==> config.mk <==
export PLATFORM = sky130hd
export DESIGN_NAME = fetch_redirect_ctrl_flat
export DESIGN_NICKNAME = d
export VERILOG_FILES = /design/src/rtl/fetch_redirect_ctrl_pkg.sv /design/src/rtl/fetch_redirect_ctrl_if.sv /design/src/rtl/fetch_redirect_ctrl_redirect_prio_mux.sv /design/src/rtl/fetch_redirect_ctrl.sv /design/src/flat_wrapper.sv
export SDC_FILE = /design/constraint.sdc
export NUM_CORES = 1
export LEC_CHECK = 0
export ABC_AREA = 1
export CORE_MARGIN = 4
export CORE_UTILIZATION = 45
export CTS_BUF_LIST = sky130_fd_sc_hd__clkbuf_8
export CTS_CLUSTER_DIAMETER = 120
export DETAILED_ROUTE_END_ITERATION = 8
export PLACE_DENSITY = 0.8
export SYNTH_ARGS = -nofsm -noshare
export SYNTH_HDL_FRONTEND = slang
export SYNTH_SLANG_ARGS = --single-unit
==> constraint.sdc <==
create_clock -name Clk -period 1.9 [get_ports Clk]
set_input_delay 0.38 -clock Clk [delete_from_list [all_inputs] [get_ports Clk]]
set_output_delay 0.38 -clock Clk [all_outputs]
set_load 0.03 [all_outputs]
==> src/rtl/fetch_redirect_ctrl_pkg.sv <==
// Shared pipeline definitions for the fetch redirect controller.
//   fetch_state_e  : fetch FSM state encoding (BOOT=0, RUN=1, WAIT_MEM=2, PENDING=3)
//   redirect_src_e : which source won the redirect priority selection
//   PC_W / CNT_W   : program-counter width and mispredict counter width
package fetch_redirect_ctrl_pkg;

  localparam int unsigned PC_W  = 32;
  localparam int unsigned CNT_W = 16;

  typedef enum logic [1:0] {
    ST_BOOT     = 2'd0,
    ST_RUN      = 2'd1,
    ST_WAIT_MEM = 2'd2,
    ST_PENDING  = 2'd3
  } fetch_state_e;

  typedef enum logic [1:0] {
    SRC_NONE = 2'd0,
    SRC_EX   = 2'd1,
    SRC_ID   = 2'd2,
    SRC_BTB  = 2'd3
  } redirect_src_e;

endpackage

==> src/rtl/fetch_redirect_ctrl_if.sv <==
// Fetch redirect control bus.
//   master : pipeline side (drives memory/hazard/branch inputs, receives PC/pipe controls)
//   slave  : fetch_redirect_ctrl (consumes those inputs, drives the controls)
interface fetch_redirect_ctrl_if;
  import fetch_redirect_ctrl_pkg::*;

  logic             imem_ready;
  logic             load_use;
  logic             ex_mispredict;
  logic [PC_W-1:0]  ex_correct_pc;
  logic             id_jump;
  logic [PC_W-1:0]  id_jump_target;
  logic             btb_hit;
  logic [PC_W-1:0]  btb_target;
  logic             pc_write;
  logic             redirect_valid;
  logic [PC_W-1:0]  redirect_pc;
  logic             ifid_write;
  logic             ifid_flush;
  logic             idex_flush;
  logic [1:0]       state;
  logic [CNT_W-1:0] mispredict_count;

  modport master (
    output imem_ready, load_use, ex_mispredict, ex_correct_pc,
           id_jump, id_jump_target, btb_hit, btb_target,
    input  pc_write, redirect_valid, redirect_pc, ifid_write,
           ifid_flush, idex_flush, state, mispredict_count
  );

  modport slave (
    input  imem_ready, load_use, ex_mispredict, ex_correct_pc,
           id_jump, id_jump_target, btb_hit, btb_target,
    output pc_write, redirect_valid, redirect_pc, ifid_write,
           ifid_flush, idex_flush, state, mispredict_count
  );

endinterface

==> src/rtl/fetch_redirect_ctrl_redirect_prio_mux.sv <==
// redirect_prio_mux: combinational redirect source selection.
//   Priority ex > id > btb; nothing valid means sequential fetch.
//   Inputs : per-source valid + target.
//   Outputs: sel_valid, sel_target, sel_src (winning source).
module redirect_prio_mux
  import fetch_redirect_ctrl_pkg::*;
(
  input  logic            ex_valid,
  input  logic [PC_W-1:0] ex_target,
  input  logic            id_valid,
  input  logic [PC_W-1:0] id_target,
  input  logic            btb_valid,
  input  logic [PC_W-1:0] btb_target,
  output logic            sel_valid,
  output logic [PC_W-1:0] sel_target,
  output redirect_src_e   sel_src
);

  always_comb begin
    sel_valid  = 1'b0;
    sel_target = '0;
    sel_src    = SRC_NONE;
    if (ex_valid) begin
      sel_valid  = 1'b1;
      sel_target = ex_target;
      sel_src    = SRC_EX;
    end else if (id_valid) begin
      sel_valid  = 1'b1;
      sel_target = id_target;
      sel_src    = SRC_ID;
    end else if (btb_valid) begin
      sel_valid  = 1'b1;
      sel_target = btb_target;
      sel_src    = SRC_BTB;
    end
  end

endmodule

==> src/rtl/fetch_redirect_ctrl.sv <==
// fetch_redirect_ctrl: next-PC / pipeline-register control for the fetch stage.
//   Clk, Reset : rising-edge clock, synchronous active-high reset
//   bus (slave): imem_ready, load_use, ex_mispredict/ex_correct_pc,
//                id_jump/id_jump_target, btb_hit/btb_target in;
//                pc_write, redirect_valid/redirect_pc, ifid_write, ifid_flush,
//                idex_flush, state, mispredict_count out.
// A redirect chosen while memory is not ready is parked in a pending register
// and applied on the first ready cycle.
module fetch_redirect_ctrl
  import fetch_redirect_ctrl_pkg::*;
(
  input  logic                  Clk,
  input  logic                  Reset,
  fetch_redirect_ctrl_if.slave  bus
);

  fetch_state_e    state_q, state_d;
  logic [PC_W-1:0] pend_q, pend_d;
  logic [CNT_W-1:0] cnt_q;

  logic            sel_valid;
  logic [PC_W-1:0] sel_target;
  redirect_src_e   sel_src;
  logic [PC_W-1:0] pend_target;

  logic            pc_write, redirect_valid, ifid_flush, idex_flush;
  logic [PC_W-1:0] redirect_pc;

  // A load-use stall suppresses the ID jump and the BTB prediction, but not EX.
  redirect_prio_mux u_prio (
    .ex_valid   (bus.ex_mispredict),
    .ex_target  (bus.ex_correct_pc),
    .id_valid   (bus.id_jump & ~bus.load_use),
    .id_target  (bus.id_jump_target),
    .btb_valid  (bus.btb_hit & ~bus.load_use),
    .btb_target (bus.btb_target),
    .sel_valid  (sel_valid),
    .sel_target (sel_target),
    .sel_src    (sel_src)
  );

  // Only an EX mispredict may replace a parked target.
  assign pend_target = bus.ex_mispredict ? bus.ex_correct_pc : pend_q;

  always_comb begin
    pc_write       = 1'b0;
    redirect_valid = 1'b0;
    redirect_pc    = '0;
    ifid_flush     = 1'b0;
    idex_flush     = 1'b0;
    state_d        = state_q;
    pend_d         = pend_q;
    case (state_q)
      ST_BOOT: begin
        ifid_flush = 1'b1;
        idex_flush = 1'b1;
        state_d    = ST_RUN;
      end
      // WAIT_MEM shares the RUN rules: it only differs by having no accepted
      // fetch yet, so a redirect arriving while waiting is parked, not lost.
      ST_RUN, ST_WAIT_MEM: begin
        ifid_flush = (sel_src == SRC_EX) || (sel_src == SRC_ID);
        idex_flush = (sel_src == SRC_EX) || bus.load_use;
        if (sel_valid) begin
          if (bus.imem_ready) begin
            pc_write       = 1'b1;
            redirect_valid = 1'b1;
            redirect_pc    = sel_target;
            state_d        = ST_RUN;
          end else begin
            pend_d  = sel_target;
            state_d = ST_PENDING;
          end
        end else begin
          pc_write = bus.imem_ready & ~bus.load_use;
          state_d  = bus.imem_ready ? ST_RUN : ST_WAIT_MEM;
        end
      end
      ST_PENDING: begin
        // The slot in IF is wrong-path until the parked redirect is applied.
        ifid_flush = 1'b1;
        idex_flush = bus.ex_mispredict;
        if (bus.imem_ready) begin
          pc_write       = 1'b1;
          redirect_valid = 1'b1;
          redirect_pc    = pend_target;
          state_d        = ST_RUN;
        end else begin
          pend_d = pend_target;
        end
      end
      default: state_d = ST_BOOT;
    endcase
    if (Reset) begin
      pc_write       = 1'b0;
      redirect_valid = 1'b0;
      redirect_pc    = '0;
      ifid_flush     = 1'b1;
      idex_flush     = 1'b1;
    end
  end

  always_ff @(posedge Clk) begin
    if (Reset) begin
      state_q <= ST_BOOT;
      pend_q  <= '0;
      cnt_q   <= '0;
    end else begin
      state_q <= state_d;
      pend_q  <= pend_d;
      if (bus.ex_mispredict && (cnt_q != '1))
        cnt_q <= cnt_q + CNT_W'(1);
    end
  end

  assign bus.pc_write         = pc_write;
  assign bus.redirect_valid   = redirect_valid;
  assign bus.redirect_pc      = redirect_pc;
  assign bus.ifid_write       = pc_write;
  assign bus.ifid_flush       = ifid_flush;
  assign bus.idex_flush       = idex_flush;
  assign bus.state            = state_q;
  assign bus.mispredict_count = cnt_q;

endmodule

==> src/flat_wrapper.sv <==
// flat-port wrapper written by rule: the top's interface ports become plain ports
module fetch_redirect_ctrl_flat import fetch_redirect_ctrl_pkg::*;
  (Clk, Reset, bus_imem_ready, bus_load_use, bus_ex_mispredict, bus_ex_correct_pc, bus_id_jump, bus_id_jump_target, bus_btb_hit, bus_btb_target, bus_pc_write, bus_redirect_valid, bus_redirect_pc, bus_ifid_write, bus_ifid_flush, bus_idex_flush, bus_state, bus_mispredict_count);
  fetch_redirect_ctrl_if bus_i ();
  input  logic Clk;
  input  logic Reset;
  input wire logic [$bits(bus_i.imem_ready)-1:0] bus_imem_ready;
  input wire logic [$bits(bus_i.load_use)-1:0] bus_load_use;
  input wire logic [$bits(bus_i.ex_mispredict)-1:0] bus_ex_mispredict;
  input wire logic [$bits(bus_i.ex_correct_pc)-1:0] bus_ex_correct_pc;
  input wire logic [$bits(bus_i.id_jump)-1:0] bus_id_jump;
  input wire logic [$bits(bus_i.id_jump_target)-1:0] bus_id_jump_target;
  input wire logic [$bits(bus_i.btb_hit)-1:0] bus_btb_hit;
  input wire logic [$bits(bus_i.btb_target)-1:0] bus_btb_target;
  output wire logic [$bits(bus_i.pc_write)-1:0] bus_pc_write;
  output wire logic [$bits(bus_i.redirect_valid)-1:0] bus_redirect_valid;
  output wire logic [$bits(bus_i.redirect_pc)-1:0] bus_redirect_pc;
  output wire logic [$bits(bus_i.ifid_write)-1:0] bus_ifid_write;
  output wire logic [$bits(bus_i.ifid_flush)-1:0] bus_ifid_flush;
  output wire logic [$bits(bus_i.idex_flush)-1:0] bus_idex_flush;
  output wire logic [$bits(bus_i.state)-1:0] bus_state;
  output wire logic [$bits(bus_i.mispredict_count)-1:0] bus_mispredict_count;
  assign bus_i.imem_ready = bus_imem_ready;
  assign bus_i.load_use = bus_load_use;
  assign bus_i.ex_mispredict = bus_ex_mispredict;
  assign bus_i.ex_correct_pc = bus_ex_correct_pc;
  assign bus_i.id_jump = bus_id_jump;
  assign bus_i.id_jump_target = bus_id_jump_target;
  assign bus_i.btb_hit = bus_btb_hit;
  assign bus_i.btb_target = bus_btb_target;
  assign bus_pc_write = bus_i.pc_write;
  assign bus_redirect_valid = bus_i.redirect_valid;
  assign bus_redirect_pc = bus_i.redirect_pc;
  assign bus_ifid_write = bus_i.ifid_write;
  assign bus_ifid_flush = bus_i.ifid_flush;
  assign bus_idex_flush = bus_i.idex_flush;
  assign bus_state = bus_i.state;
  assign bus_mispredict_count = bus_i.mispredict_count;
  fetch_redirect_ctrl u_core (.Clk(Clk), .Reset(Reset), .bus(bus_i));
endmodule
==> results of run 1 <==
## flip-flops by register name, indices dropped and copies added, names as in the netlist
| register | count |
|---|---|
| u_core.bus.mispredict_count | 16 |
| u_core.bus.state | 2 |
| u_core.pend_q | 32 |
## cell families (layout without fill, tap and decap cells)
| group | after synthesis | after routing | synth area share (%) |
|---|---|---|---|
| buf+inv | 131 | 347 | 13.55 |
| xor+xnor | 6 | 6 | 1.179 |
| fa+ha+maj | 3 | 3 | 0.8418 |
| simple gates | 464 | 464 | 47.61 |
| flops | 50 | 50 | 22.45 |
| compound gates | 119 | 119 | 14.37 |
## final cells by class
cell class,count,area share (%)
Clock buffer,5,0.9018
Clock inverter,3,0.3771
Inverter,84,4.214
Multi-Input combinational cell,592,45.35
Sequential cell,50,13.22
Tap cell,133,2.181
Timing Repair Buffer,255,33.76
## placed cells by master, fill, tap and decap left out, drive strengths merged
cell type,netlist,layout
clkbuf,16,6
dfxtp,50,50
o21ai,38,38
nand4,7,7
xor2,3,3
ha,3,3
and2,1,1
clkinv,1,3
nand3,105,105
clkdlybuf4s50,0,103
xnor2,3,3
dlygate4sd2,0,8
nor2,100,100
a21oi,81,81
or2,64,64
nor3,1,1
dlymetal6s2s,0,7
buf,31,136
inv,83,84
nand2,186,186
## routing by layer
metal  vias up  track usage [%]  part of all wire [%]
met5         -                0                     0
met4         0            8.656                   2.1
li1       2877                -                     -
met2       243            51.38                    51
met1      2758            34.01                    40
met3        38            5.399                   7.1
## power by group
part           leakage, nW  switching (W)  total (W)  internal (W)
Clock               0.0502       0.000416   0.000690      0.000274
Sequential           0.411      0.0000489    0.00118       0.00113
Combinational         2.82       0.000751    0.00145      0.000698
Total                 3.28        0.00122    0.00332       0.00210
## critical path: cells and delay by family, from the launching register on
kind	cells	cell delay (ps)
and+or+nand+nor	3	320
DFF	1	380
buffers and inverters	4	500
AOI/OAI and AO/OA	1	150
adders and majority gates	1	270
## stage by stage
step / total power (W) / setup WS (ps) / TNS, ps / instance area, sq um / hold WS (ps)
2_1_floorplan: 0.001919 / -41.86 / -41.86 / 4885 / 497.4
3_3_place_gp: 0.002429 / -414.4 / -15480 / 6960 / 506.7
3_5_place_dp: 0.002477 / -435.7 / -16750 / 6960 / 513.0
4_1_cts: 0.003281 / -385.8 / -11940 / 7522 / 460.0
5_1_grt: 0.003493 / -465.2 / -15250 / 7631 / 489.8
6_report: 0.003317 / -406.4 / -12560 / 7631 / 479.7
## final timing paths
path | to | slack, ps | cells past startpoint
setup / recovery | bus_redirect_pc[23] | -410 | 9
hold / removal | u_core.bus.mispredict_count[15]$_SDFFE_PP0P_ | 480 | 4
setup reg to reg | u_core.pend_q[16]$_SDFFE_PP0P_ | 100 | 12
hold reg to reg | u_core.pend_q[4]$_SDFFE_PP0P_ | 530 | 4
## repair_timing
action | 4_1_cts | 5_1_grt
endpoints found under the setup margin | 39 | 42
cloned | 6 | 1
buffers inserted | 6 | 1
resized for setup | 93 | 23
pin swaps | 4 | 10
==> qor.yml, run 1 <==
max-cap-violations: 0
synthTopCellsByArea: "dfxtp_1 (22%), nand2_1 (15%), nand3_1 (12%)"
rsz0062_at_grt: "true"
slew_viol_final: 0
final_cells: 1122
ant_nets: 0
yosysSeqAreaShare_pct: 22.45
io_buffers: 157
vdd_drop_max_mv: 0.3505
run_status: "finished, violations left"
p_leak_nw: 3.276
clkTransAtPathRegs_ps: 110
dr.pass1.iters: 4
crit_chain: "inv_4 > ha_4 > nand2_4 > nor2_4 > buf_12 > clkbuf_16 > nand3_2 > a21oi_4 > buf_6"
grt_overflow: 0
rr_startpoint: "u_core.bus.state[0]$_SDFFE_PP0P_"
yosys.cell_types.count: 31
grt_max_degree: 46
drc: 0
critPathCaptureType: "output port"
drtIter0Drc: 275
regArea_sq_mm: 0.001008
antenna_found_initial: 0
multiInputGateArea_sq_mm: 0.003461
rows: 36
netlist.area_leader.share_pct: 22.45
syn_to_final_growth_pct: 71.13
cts_buffer_depth: 2
yosysMostFrequentCell: "nand2_1"
crit_path_max_fanout: 7
violations: "negative setup slack"
skew_ps: 12.55
finalSetupViolCount: 36
wl_mm: 17.02
cp_slowest_cell: "dfxtp_4"
nets: 1094
worst_ep_arrival_time_ps: 1930
syn_area_sq_mm: 0.004459
fin_crit_sh_pct: 121.4
min_period_ps: 2306
synth_nets: 879
cts_tree: "yes"
diodes: 0
dieArea_sq_mm: 0.01157
clock_latency_ps: 310
power_density_mw_per_mm2: 434.6
hp-class: "in -> reg"
die_x_microns: 107.5
synth_cells: 773
start_util_pct: 45.83
worstSetupStartpointType: "flip-flop"
yosysWarningCount: 0
cp.required_ps: 1520
cpPeakStageDelay_ps: 380
worstMarginPinSlew_ps: 585.0
n_fill_cell: 717
worstHoldStart: "Reset"
clock_sinks: 50
dp_cells: 1101
synth_common_cells: "nand2_1 (180), nand3_1 (105), nor2_1 (95), inv_1 (81), a21oi_1 (72)"
cts_inserted_buffers: 5
place_congestion: 0.8428
synth-seq-cells: 50
timing_worst_setup_path_type: "reg -> out"
hpwl_mm: 11.43
synth-main-ff-cell: "dfxtp_1"
ios: 158
synth_edf_count: 0
synthArstFlopShare_pct: 0
vias_per_cell: 5.273
worstSetupStartpoint: "u_core.bus.state[0]$_SDFFE_PP0P_"
htree_levels: 2
grt_pass1_wl_mm: 27.30
worst_slack_ps: -406.4
cts_hold_buffers: 0
syn_area_per_cell_sq_um: 5.769
grt_pass1_vias: 6010
via_count: 5916
timing.slew.headroom_pct: 61.00
drive_above_1_share_pct: 27.40
dieHeight_microns: 107.5
root_buffer: "clkbuf_8"
hold_viol_final: 0
track_usage_pct: 28.50
final_util_pct: 78.43
wl_per_cell_microns: 15.17
synth_top_area_cell: "dfxtp_1"
fmax_mhz: 433.6
coreArea_sq_mm: 0.009729
Note: power is estimated with default switching activity, not from simulation.
==> inputs of run 2 (changes only) <==
- CTS_CLUSTER_DIAMETER: 120 -> 80
- SLEW_MARGIN: default -> 20
==> results of run 2 <==
Same layout as run 1: the final DEF is identical, and so are final timing and power.
==> inputs of run 3 (changes only) <==
- ABC_CLOCK_PERIOD_IN_PS: default -> 1900
==> results of run 3 <==
Same layout as run 1: the final DEF is identical, and so are final timing and power.
